==> src/rtl/btn_pkg.sv <==
// Shared types and constants for the push-button conditioner.
// Latency: n/a (types only).
// Backpressure: n/a.
package btn_pkg;

  // Default width of the per-channel debounce and hold counters.
  localparam int BTN_CNT_W = 16;

  // Per-channel hold tracking: idle, pressed (counting to long press),
  // held (counting auto-repeat periods).
  typedef enum logic [1:0] {
    RELEASED = 2'd0,
    PRESSED  = 2'd1,
    HELD     = 2'd2
  } hold_state_t;

endpackage

==> src/rtl/btn_debounce_ch.sv <==
// One button channel: 2-flop synchroniser, tick-scaled debounce, hold FSM with
// registered press/release/long/repeat pulses.
// Latency: STABLE_TICKS+2 edges from raw change to btn_state/pulse with tick=1.
// Backpressure: none; pulses are one-cycle strobes with no handshake.
// Ports: clk_i/reset_i (sync, active-high), tick_i time-base strobe,
//        button_i raw pin, btn_state_o debounced level (1 = pressed),
//        press/release/long/repeat_pulse_o one-cycle event strobes.
module btn_debounce_ch
  import btn_pkg::*;
#(
  parameter int CNT_W        = BTN_CNT_W,
  parameter int STABLE_TICKS = 4,
  parameter int LONG_TICKS   = 1000,
  parameter int REPEAT_TICKS = 200,
  parameter bit ACTIVE_LOW   = 1'b1
) (
  input  logic clk_i,
  input  logic reset_i,
  input  logic tick_i,
  input  logic button_i,
  output logic btn_state_o,
  output logic press_pulse_o,
  output logic release_pulse_o,
  output logic long_pulse_o,
  output logic repeat_pulse_o
);

  localparam logic [CNT_W-1:0] DCNT_TC = CNT_W'(STABLE_TICKS - 1);
  localparam logic [CNT_W-1:0] LONG_TC = CNT_W'(LONG_TICKS - 1);
  localparam logic [CNT_W-1:0] REP_TC  = CNT_W'(REPEAT_TICKS - 1);
  localparam bit               REP_EN  = (REPEAT_TICKS != 0);

  logic             lvl;
  logic             s1_q, s2_q;
  logic             state_q;
  logic [CNT_W-1:0] dcnt_q, dcnt_d;
  logic [CNT_W-1:0] hcnt_q;
  hold_state_t      hold_q;
  logic             press_q, release_q, long_q, repeat_q;
  logic             flip, press_ev, release_ev, long_tc, rep_tc;

  assign lvl = ACTIVE_LOW ? ~button_i : button_i;

  // Agreement clears the count on every cycle, tick or not, so any bounce
  // back to the accepted level restarts the stability window.
  always_comb begin
    dcnt_d = dcnt_q;
    flip   = 1'b0;
    if (s2_q == state_q) begin
      dcnt_d = '0;
    end else if (tick_i) begin
      if (dcnt_q == DCNT_TC) begin
        flip   = 1'b1;
        dcnt_d = '0;
      end else begin
        dcnt_d = dcnt_q + CNT_W'(1);
      end
    end
  end

  assign press_ev   = flip & ~state_q;
  assign release_ev = flip &  state_q;
  assign long_tc    = (hold_q == PRESSED) && tick_i && (hcnt_q == LONG_TC);
  assign rep_tc     = REP_EN && (hold_q == HELD) && tick_i && (hcnt_q == REP_TC);

  always_ff @(posedge clk_i) begin
    if (reset_i) begin
      s1_q      <= 1'b0;
      s2_q      <= 1'b0;
      state_q   <= 1'b0;
      dcnt_q    <= '0;
      hcnt_q    <= '0;
      hold_q    <= RELEASED;
      press_q   <= 1'b0;
      release_q <= 1'b0;
      long_q    <= 1'b0;
      repeat_q  <= 1'b0;
    end else begin
      s1_q      <= lvl;
      s2_q      <= s1_q;
      dcnt_q    <= dcnt_d;
      press_q   <= press_ev;
      release_q <= release_ev;
      long_q    <= 1'b0;
      repeat_q  <= 1'b0;
      if (flip) state_q <= ~state_q;

      // A release flip overrides any coincident long/repeat terminal count.
      if (release_ev) begin
        hold_q <= RELEASED;
        hcnt_q <= '0;
      end else begin
        case (hold_q)
          RELEASED: begin
            if (press_ev) begin
              hold_q <= PRESSED;
              hcnt_q <= '0;
            end
          end
          PRESSED: begin
            if (long_tc) begin
              hold_q <= HELD;
              long_q <= 1'b1;
              hcnt_q <= '0;
            end else if (tick_i) begin
              hcnt_q <= hcnt_q + CNT_W'(1);
            end
          end
          HELD: begin
            if (rep_tc) begin
              repeat_q <= 1'b1;
              hcnt_q   <= '0;
            end else if (tick_i && REP_EN) begin
              hcnt_q <= hcnt_q + CNT_W'(1);
            end
          end
          default: begin
            hold_q <= RELEASED;
            hcnt_q <= '0;
          end
        endcase
      end
    end
  end

  assign btn_state_o     = state_q;
  assign press_pulse_o   = press_q;
  assign release_pulse_o = release_q;
  assign long_pulse_o    = long_q;
  assign repeat_pulse_o  = repeat_q;

endmodule

==> src/rtl/btn_debounce_array.sv <==
// N_CH independent push-button conditioners sharing one tick time base.
// Latency: STABLE_TICKS+2 edges from raw pin change to btn_state/pulse with tick=1.
// Backpressure: none; all outputs are registered one-cycle strobes or levels.
// Ports: clk, reset (sync, active-high), tick shared strobe, button[N_CH] raw pins,
//        btn_state debounced levels, press/release/long/repeat_pulse per channel.
module btn_debounce_array
  import btn_pkg::*;
#(
  parameter int N_CH         = 4,
  parameter int CNT_W        = BTN_CNT_W,
  parameter int STABLE_TICKS = 4,
  parameter int LONG_TICKS   = 1000,
  parameter int REPEAT_TICKS = 200,
  parameter bit ACTIVE_LOW   = 1'b1
) (
  input  logic            clk,
  input  logic            reset,
  input  logic            tick,
  input  logic [N_CH-1:0] button,
  output logic [N_CH-1:0] btn_state,
  output logic [N_CH-1:0] press_pulse,
  output logic [N_CH-1:0] release_pulse,
  output logic [N_CH-1:0] long_pulse,
  output logic [N_CH-1:0] repeat_pulse
);

  for (genvar g = 0; g < N_CH; g++) begin : g_ch
    btn_debounce_ch #(
      .CNT_W        (CNT_W),
      .STABLE_TICKS (STABLE_TICKS),
      .LONG_TICKS   (LONG_TICKS),
      .REPEAT_TICKS (REPEAT_TICKS),
      .ACTIVE_LOW   (ACTIVE_LOW)
    ) u_ch (
      .clk_i           (clk),
      .reset_i         (reset),
      .tick_i          (tick),
      .button_i        (button[g]),
      .btn_state_o     (btn_state[g]),
      .press_pulse_o   (press_pulse[g]),
      .release_pulse_o (release_pulse[g]),
      .long_pulse_o    (long_pulse[g]),
      .repeat_pulse_o  (repeat_pulse[g])
    );
  end

endmodule
==> config.mk <==
export PLATFORM = sky130hd
export DESIGN_NAME = btn_debounce_array
export DESIGN_NICKNAME = d
export VERILOG_FILES = /design/src/rtl/btn_pkg.sv /design/src/rtl/btn_debounce_ch.sv /design/src/rtl/btn_debounce_array.sv
export SDC_FILE = /design/constraint.sdc
export NUM_CORES = 1
export LEC_CHECK = 0
export ABC_AREA = 1
export CAP_MARGIN = 10
export CORE_ASPECT_RATIO = 1.4
export CORE_MARGIN = 2
export CORE_UTILIZATION = 50
export DETAILED_ROUTE_END_ITERATION = 12
export PLACE_DENSITY = 0.7
export SLEW_MARGIN = 20
export SYNTH_ARGS = -nofsm -noshare
export SYNTH_HDL_FRONTEND = slang
export SYNTH_SLANG_ARGS = --single-unit
==> constraint.sdc <==
create_clock -name clk -period 1.61 [get_ports clk]
set_input_delay 0.322 -clock clk [delete_from_list [all_inputs] [get_ports clk]]
set_output_delay 0.322 -clock clk [all_outputs]
set_load 0.02 [all_outputs]
After elaboration in Yosys (flattened, before gate mapping)

Index checks and enable logic that the tools add are counted.

Register bits: 164
Output and inout bits: 20

Add/subtract/negate cells: 8
Eq/ne operators: 32
Muxes and demuxes: 56
Bitwise logic cells: 24
Reductions and logical operators: 40

Operators with widths:

| kind                                                  | count |
|---|---|
| two-way mux 16 bit                                    | 20 |
| case mux 16 bit (3 select lines)                      | 4 |
| adder 16 x 1 -> 16 bit, second input constant         | 8 |
| equality test 16 x 10 -> 1 bit, second input constant | 4 |
| equality test 16 x 2 -> 1 bit, second input constant  | 4 |
| equality test 16 x 8 -> 1 bit, second input constant  | 4 |
| case mux 2 bit (3 select lines)                       | 4 |
| OR reduction 3 bit                                    | 8 |
| two-way mux 1 bit                                     | 20 |
| logical AND 1 bit                                     | 16 |
| two-way mux 2 bit                                     | 8 |
| inequality test 2 x 1 -> 1 bit, second input constant | 8 |
| NOT 1 bit                                             | 16 |
| OR reduction 2 bit                                    | 8 |
| AND reduction 3 bit                                   | 4 |
| AND 1 bit                                             | 8 |
| equality test 2 x 1 -> 1 bit, second input constant   | 4 |
| equality test 2 bit, second input constant            | 4 |
| zero test 2 bit                                       | 4 |
| equality test 1 bit                                   | 4 |

Longest topological paths before layout

Gate-level depths: netlist of run 1.

Depth in word-level cells: 7
Gate-level depth with buffers: 13
Mapped depth without buffers: 13

Cells and area by module

A second synthesis of run 1 with hierarchy kept.

Cell total of the unflattened synthesis: 1,361
Area, all modules: 9,044.9 µm²

Modules (own cells, without submodules):

| module                             | times used | cells each | area an instance (µm²) |
|---|---|---|---|
| btn_debounce_ch (g_ch[0].u_ch ...) | 3          | 342        | 2,270.9 |
| btn_debounce_ch (g_ch[3].u_ch)     | 1          | 335        | 2,232.1 |

Worst setup path before layout of run 1

No wires, ideal clock.

Kind: register to register
Start point: reg g_ch[0].u_ch.dcnt_q[0]
End point: reg g_ch[0].u_ch.hcnt_q[12]
Library setup time: 0.119 ns
Data arrival time: 1.454 ns
Required time: 1.491 ns
Slack: 0.037 ns
Cell stages (with the launch flop): 14
Buffers on the path: 1
Cells stage by stage: dfxtp_1 ha_1 inv_1 nor2_1 nand2_1 nor2_1 nand2_1 inv_2 nand2_1 nand2_2 inv_2 buf_4 o21ai_0 a21oi_1

Word-level cells in the longest chain between the ends: 6
Elaborated cells on any way between the ends: 8
Classes of those cells: eq/ne (2); mux (3); bitwise (2); reduce/logical (1)

Ends and longest elaborated chain:

| what                                                                                  | line                                         | text |
|---|---|---|
| from (decl)                                                                           | btn_debounce_ch.sv:36                        | `logic [CNT_W-1:0] dcnt_q, dcnt_d;` |
| from (signal assigned)                                                                | btn_debounce_ch.sv:81                        | `dcnt_q <= dcnt_d;` |
| equality test 16 x 2 -> 1 bit (*)                                                     | btn_debounce_ch.sv:52                        | `if (dcnt_q == DCNT_TC) begin` |
| two-way mux 1 bit (*)                                                                 | btn_debounce_ch.sv:52                        |  |
| two-way mux 1 bit (*)                                                                 | btn_debounce_ch.sv:51                        | `end else if (tick_i) begin` |
| two-way mux 1 bit (*)                                                                 | btn_debounce_ch.sv:49                        | `if (s2_q == state_q) begin` |
| AND 1 bit (on tied branches)                                                          | btn_debounce_ch.sv:61, btn_debounce_ch.sv:62 |  |
| inequality test 2 x 1 -> 1 bit (no line) / OR reduction 2 bit (equally long branches) | n/a                                          |  |
| to (signal assigned)                                                                  | btn_debounce_ch.sv:106                       | `hcnt_q <= hcnt_q + CNT_W'(1);` |
| to (signal assigned)                                                                  | btn_debounce_ch.sv:114                       | `hcnt_q <= hcnt_q + CNT_W'(1);` |
| to (decl)                                                                             | btn_debounce_ch.sv:37                        | `logic [CNT_W-1:0] hcnt_q;` |

Mark *: on every way between the ends. The rest lies on a longest branch, timed or not.
A chain may end at the register's enable or synchronous reset.

Final worst setup path of run 1

Start point: reg g_ch[0].u_ch.dcnt_q[0]
End point: reg g_ch[0].u_ch.hcnt_q[11]

Same word-level chain as after synthesis.

==> impl_metrics.toml, run 1 <==
[run_status]
outcome = "finished with violations"
violations = "setup timing"

[job]
drv_cap = 0

[detailed_routing]
dr.first_iter.drc_count = 526
top_layer_used = "met4"
dr.pass1.iters = 5
routed-wl-met2_um = 12800
wire_per_inst_um = 13.3
num_vias = 9576
met1_length_um = 9790
wl_um = 24200
route.detailed.drc = 0
drtAntennaViolNets = 0
wl_met3_um = 858
vias_per_cell = 5.25

[die]
die_w_um = 120
dieArea_sq_um = 20100
initial_core_util = 0.509
die_h_um = 167
design.core.area_sq_um = 18600
rows = 59
ios = 27

[placed_design]
place_area_sq_um = 10900
dpl.hpwl_um = 17000
gp_congestion = 0.909
portBuffers = 26

[pwr]
leakagePower_uw = 0.00512
vdd_ir_drop_max_v = 0.000941
p_per_area_nw_per_um2 = 1210

[synth]
synth_common_cells = "nand2_1, nor2_1, dfxtp_1"
syn_area_sq_um = 9470
ys_seq_elements = 164
syn_avg_cell_area_sq_um = 6.74
yosysMostFrequentCell = "nand2_1"
synth_top_area_frac = 0.347
ys_async_sr_fraction = 0
synth_cell_types = 48
synthCells = 1405
synthesis.nets = 1440
yosys.area.top_type = "dfxtp_1"
synth_top_flop_cell = "dfxtp_1"
synth_warnings = 0
ys_top_cells_by_area = "dfxtp_1, nand2_1, nor2_1"
synth-seq-area-share = 0.347
synth-edff-count = 0

[clocking]
cts_buffers = 17
clkTransAtPathRegs_ns = 0.06
clock-sinks = 164
clk_path_buf_depth = 2
cts_root_buffer = "clkbuf_16"
htreeDepth = 4
clkLatencyLatePin_ns = 0.44
tritoncts = "yes"

[sta]
setup_tns_ns = -0.104
clock.fmax_mhz = 606
fin_worst_skew_ns = 0.00892
grt_setup_unrepaired = "true"
setup_viol = 7
tightest_slew_ns = 0.452
maxSlewViolCount = 0
slew_headroom = 0.696
period_minus_slack_ns = 1.65
hold_violations = 0
hold_slack_ns = 0.265
finalCritPeriodShare = 1.02
setup_slack_ns = -0.0390

[global_routing]
grt_antenna_before_repair = 0
overflow = 0
grt_max_degree = 17
grt_pass1_vias = 9185
grt_usage = 0.235
grt_pass1_wl_um = 39300

[setup_path]
cp.buffers_inverters = 3
critPathSlowestCell = "dfxtp_2"
end_kind = "register"
cp_cell_sequence = "ha_4 > inv_2 > nor2_1 > nand2_1 > nor2_2 > nand3_2 > nand2_4 > buf_12 > buf_4 > o21ai_0 > a21oi_1"
worstReg2RegStart = "g_ch[0].u_ch.dcnt_q[0]$_SDFFE_PP0P_"
setup.worst_path.start_class = "register"
r2r_cells = 11
arrival_ns = 2.01
r2r_slack_ns = -0.04
cpPeakStageDelay_ns = 0.36
worstSetupPathType = "register to register"
crit_family = "simple AND/OR/NAND/NOR gates"
required_ns = 1.97
crit_fanout = 7
r2r-end = "g_ch[0].u_ch.hcnt_q[11]$_SDFFE_PP0P_"

[finish]
diodes = 0
final_cell_area_sq_um = 12200
drive_gt1_frac = 0.250
synthToLayoutAreaGrowth_pct = 29.2
nNetsFinal = 1602
utilization = 0.657
fillCellCount = 1650

[worst_hold_path]
hp-start = "tick"
min_path_type = "input pin to register"
hold-path-endpoint = "g_ch[2].u_ch.dcnt_q[13]$_SDFFE_PP0P_"
hold-path-cell-count = 3
[layer usage]
metal  vias up  GRT usage
met5         -          0
met4         0      0.108
met1      4446      0.250
li1       4854          -
met2       219      0.450
met3        57     0.0291
[cells in the final DEF (no fill, tap or decap), types with 6 or more instances in the layout]
cell type,synthesis,final
a211oi_1,6,6
a21oi_1,76,71
a21oi_2,1,6
buf_12,0,8
buf_4,30,148
clkbuf_16,0,21
dfxtp_1,164,142
dfxtp_2,0,21
dlygate4sd2_1,0,20
ha_1,28,16
ha_4,0,7
inv_1,155,143
inv_2,11,19
nand2_1,311,281
nand2_2,18,36
nand2_4,5,15
nand3_1,120,109
nand3_2,7,16
nand3b_1,11,11
nand4_1,31,31
nor2_1,214,197
nor2_2,14,29
nor2_4,6,8
nor3_1,45,41
nor3_2,6,10
nor3b_1,7,7
nor4_1,8,6
o21ai_0,48,42
o21ai_1,3,6
xor2_1,23,23
[sequential cells by signal (all words and copies together) (netlist names)]
register                   flops
g_ch.u_ch.dcnt_q              64
g_ch.u_ch.hcnt_q              64
g_ch.u_ch.hold_q               8
g_ch.u_ch.btn_state_o          4
g_ch.u_ch.long_pulse_o         4
g_ch.u_ch.press_pulse_o        4
g_ch.u_ch.release_pulse_o      4
g_ch.u_ch.repeat_pulse_o       4
g_ch.u_ch.s1_q                 4
g_ch.u_ch.s2_q                 4
[worst max-delay path by stage]
stage,startpoint,end,slack [ns],depth (start not counted)
after floorplan,g_ch[0].u_ch.dcnt_q[0]$_SDFFE_PP0P_,g_ch[0].u_ch.hcnt_q[12]$_SDFFE_PP0P_,0.04,13
after global placement,tick,g_ch[3].u_ch.hcnt_q[5]$_SDFFE_PP0P_,-0.13,9
after detailed placement,tick,g_ch[1].u_ch.hcnt_q[15]$_SDFFE_PP0P_,-0.18,10
after CTS,g_ch[3].u_ch.hcnt_q[0]$_SDFFE_PP0P_,g_ch[3].u_ch.hcnt_q[7]$_SDFFE_PP0P_,0.0009,12
after global routing,g_ch[0].u_ch.dcnt_q[0]$_SDFFE_PP0P_,g_ch[0].u_ch.hcnt_q[15]$_SDFFE_PP0P_,-0.15,12
final,g_ch[0].u_ch.dcnt_q[0]$_SDFFE_PP0P_,g_ch[0].u_ch.hcnt_q[11]$_SDFFE_PP0P_,-0.04,11
[tightest hold or removal path, stage by stage]
cell	delay (ns)
buf_2	0.16
nand3_1	0.10
a21oi_1	0.06
[power breakdown]
part | internal [uW] | total, uW | switching (uW)
Combinational | 2500 | 5500 | 3000
Clock | 2830 | 4500 | 1670
Sequential | 4440 | 4850 | 407
Total | 9770 | 14800 | 5080
[what timing repair did]
item	in CTS	in global routing
pin swaps	6	48
gates cloned	0	6
buffers inserted	1	12
setup endpoints to repair	69	88
gates resized for setup	36	152
hold buffers	0	0
[layout make-up]
| class | instances | area [sq um] | area share |
|---|---|---|---|
| multi-input cells | 1024 | 5660 | 0.463 |
| inverters | 169 | 652 | 0.0533 |
| repair buffers | 191 | 1660 | 0.136 |
| clock buffers | 23 | 468 | 0.0383 |
| well taps | 244 | 305 | 0.0250 |
| clock inverters | 8 | 174 | 0.0142 |
| flip-flops and latches | 164 | 3310 | 0.271 |
[stage by stage]
| stage | std cells | power, uW | worst slack [ns] |
|---|---|---|---|
| floorplan | 1405 | 7490 | 0.0367 |
| global placement | 1773 | 9070 | -0.133 |
| detailed placement | 1773 | 9170 | -0.177 |
| CTS | 1805 | 13700 | 0.000948 |
| global route | 1823 | 15600 | -0.145 |
| finish | 1823 | 14800 | -0.0390 |
[cells by family (layout without fill, tap and decap cells)]
kind of cell	after synthesis	in the layout	synth area share
simple gates	811	813	0.391
buf+inv	219	391	0.107
flops	164	164	0.347
compound gates	155	155	0.0928
fa+ha+maj	28	28	0.0370
xor+xnor	28	28	0.0259
(Power assumes the default switching activity.)
==> inputs of run 2 (changes only) <==
--- a/config.mk
+++ b/config.mk
@@ -7,7 +7,7 @@
 export LEC_CHECK = 0
 export ABC_AREA = 1
 export CAP_MARGIN = 10
-export CORE_ASPECT_RATIO = 1.4
+export CORE_ASPECT_RATIO = 1.2
 export CORE_MARGIN = 2
 export CORE_UTILIZATION = 50
 export DETAILED_ROUTE_END_ITERATION = 12
==> run 2 against run 1 <==
Net effect:
- the flow still finishes with violations (setup timing)
- sequential power is essentially flat
- die area is essentially flat
- clock-buffer cell count shrank 4
- largest cell class unchanged
==> impl_metrics.toml, run 2 (synthesized netlist as in run 1, its figures left out) <==
[clocking]
clk_path_buf_depth = 2
clkTransAtPathRegs_ns = 0.06
htreeDepth = 4
cts_buffers = 17
tritoncts = "yes"
clock-sinks = 164
cts_root_buffer = "clkbuf_16"
clkLatencyLatePin_ns = 0.44

[sta]
grt_setup_unrepaired = "true"
slew_headroom = 0.711
setup_viol = 21
period_minus_slack_ns = 1.72
maxSlewViolCount = 0
setup_slack_ns = -0.110
finalCritPeriodShare = 1.07
tightest_slew_ns = 0.429
clock.fmax_mhz = 581
hold_violations = 0
setup_tns_ns = -0.905
fin_worst_skew_ns = 0.00668

[pwr]
p_switching_uw = 5130
comb_power_share = 0.386
seqPwrFrac = 0.327
p_per_area_nw_per_um2 = 1190
vdd_ir_drop_max_v = 0.000798
internal_power_uw = 9750
clock_power_share = 0.287
leakagePower_uw = 0.00519
swShare = 0.345

[finish]
final_common_cell = "nand2_1"
reg_top3 = "g_ch.u_ch.dcnt_q x64, g_ch.u_ch.hcnt_q x64, g_ch.u_ch.hold_q x8"
synthToLayoutAreaGrowth_pct = 31.8
drive_gt1_frac = 0.265
nNetsFinal = 1625
mostFrequentLayoutCells = "nand2_1, nor2_1, buf_4"
diodes = 0
fin_cells = 1859

[placed_design]
dpl.hpwl_um = 16900
placed_cells = 1796
gp_congestion = 0.894
portBuffers = 26

[detailed_routing]
drtAntennaViolNets = 0
num_vias = 9667
wire_per_inst_um = 13.2
wl_um = 24500
route.detailed.drc = 0
dr.pass1.iters = 5
vias_per_cell = 5.20
dr.first_iter.drc_count = 640

[worst_hold_path]
min_path_type = "input pin to register"
hold-path-cell-count = 4

[setup_path]
worstSetupPathType = "register to register"
cpPeakStageDelay_ns = 0.35
end_kind = "register"
critPathSlowestCell = "dfxtp_1"
cp.buffers_inverters = 1
arrival_ns = 2.09
crit_family = "simple AND/OR/NAND/NOR gates"
crit_cells = 10
crit_fanout = 4
cp_cell_sequence = "ha_1 > nand3_1 > nor2_2 > nand3_1 > nand2_2 > buf_4 > nand3b_1 > nand2_1 > nand2_1 > nor2_1"
setup.worst_path.start_class = "register"
required_ns = 1.98
r2r_cells = 10

[run_status]
violations = "setup timing"
outcome = "finished with violations"

[global_routing]
overflow = 0
grt_pass1_vias = 8827
grt_antenna_before_repair = 0
grt_usage = 0.236
grt_pass1_wl_um = 38900
grt_max_degree = 18

[die]
initial_core_util = 0.506
ios = 27
die_w_um = 130
dieArea_sq_um = 20100
rows = 55
design.core.area_sq_um = 18700
die_h_um = 155

[job]
drv_cap = 0
## run 2: cell count changes in the layout (fill, tap and decap cells not counted), sizes merged
cell      delta
buf         +26
bufbuf       +2
bufinv       -1
clkbuf       -8
clkinv       +3
clkinvlp     +2
inv          +1
nand2        -1
## run 2: power by group through the flow
stage               combinational [uW]  clock, uW  sequential [uW]
finish                            5740       4270             4870
CTS                               4840       4380             4780
detailed placement                4210          0             4860
global route                      6240       4530             4910
global placement                  4150          0             4850
floorplan                         2690          0             4800
## run 2: worst paths after layout
path / slack (ns) / from / end
hold reg to reg: 0.40 / g_ch[2].u_ch.s1_q$_SDFF_PP0_ / g_ch[2].u_ch.s2_q$_SDFF_PP0_
hold / removal: 0.31 / tick / g_ch[2].u_ch.dcnt_q[15]$_SDFFE_PP0P_
setup reg to reg: -0.11 / g_ch[2].u_ch.hcnt_q[0]$_SDFFE_PP0P_ / g_ch[2].u_ch.hold_q[0]$_SDFFE_PP0P_
setup / recovery: -0.11 / g_ch[2].u_ch.hcnt_q[0]$_SDFFE_PP0P_ / g_ch[2].u_ch.hold_q[0]$_SDFFE_PP0P_
## run 2: repair_timing
action,in CTS,in global routing
setup buffers,5,22
setup endpoints to repair,82,101
cloned,5,0
pin swaps,19,66
gates resized for setup,53,161
hold buffers,0,0
## run 2: layout make-up
cell class,count,area [sq um]
sequential,164,3320
fill,1609,6240
clock inverter,13,183
tap,256,320
timing repair buffer,215,1880
inverter,169,659
clock buffer,19,433
multi-input combinational,1023,5680
## run 2: worst reg2reg max path, delay by kind of cell (launching register included)
| kind | cells | cell delay, ns |
|---|---|---|
| flip-flops | 1 | 0.35 |
| buffers and inverters | 1 | 0.10 |
| adder cells (fa/ha/maj) | 1 | 0.17 |
| AND/OR/NAND/NOR | 8 | 1.02 |
## run 2: through the flow
stage	setup WS, ns	util	total power [uW]	cell area, sq um	hold WS [ns]
after floorplan	0.0367	-	7490	9470	0.388
after global placement	-0.150	0.584	9000	10900	0.396
after detailed placement	-0.217	0.584	9080	10900	0.394
after CTS	-0.0542	0.629	14000	11800	0.303
after global routing	-0.264	0.666	15700	12500	0.344
final	-0.110	0.666	14900	12500	0.314
## run 2: routing by layer
metal,global-route usage,vias to the layer above,part of all wire
li1,-,4904,-
met1,0.278,4481,0.43
met2,0.425,223,0.51
met3,0.0429,59,0.036
met4,0.0804,0,0.025
met5,0,-,0
==> inputs of run 3 (changes only) <==
--- a/config.mk
+++ b/config.mk
@@ -10,6 +10,7 @@
 export CORE_ASPECT_RATIO = 1.2
 export CORE_MARGIN = 2
 export CORE_UTILIZATION = 50
+export CTS_CLUSTER_DIAMETER = 150
 export DETAILED_ROUTE_END_ITERATION = 12
 export PLACE_DENSITY = 0.7
 export SLEW_MARGIN = 20
==> results of run 3 <==
No change in the layout: final DEF, timing and power equal those of run 2.
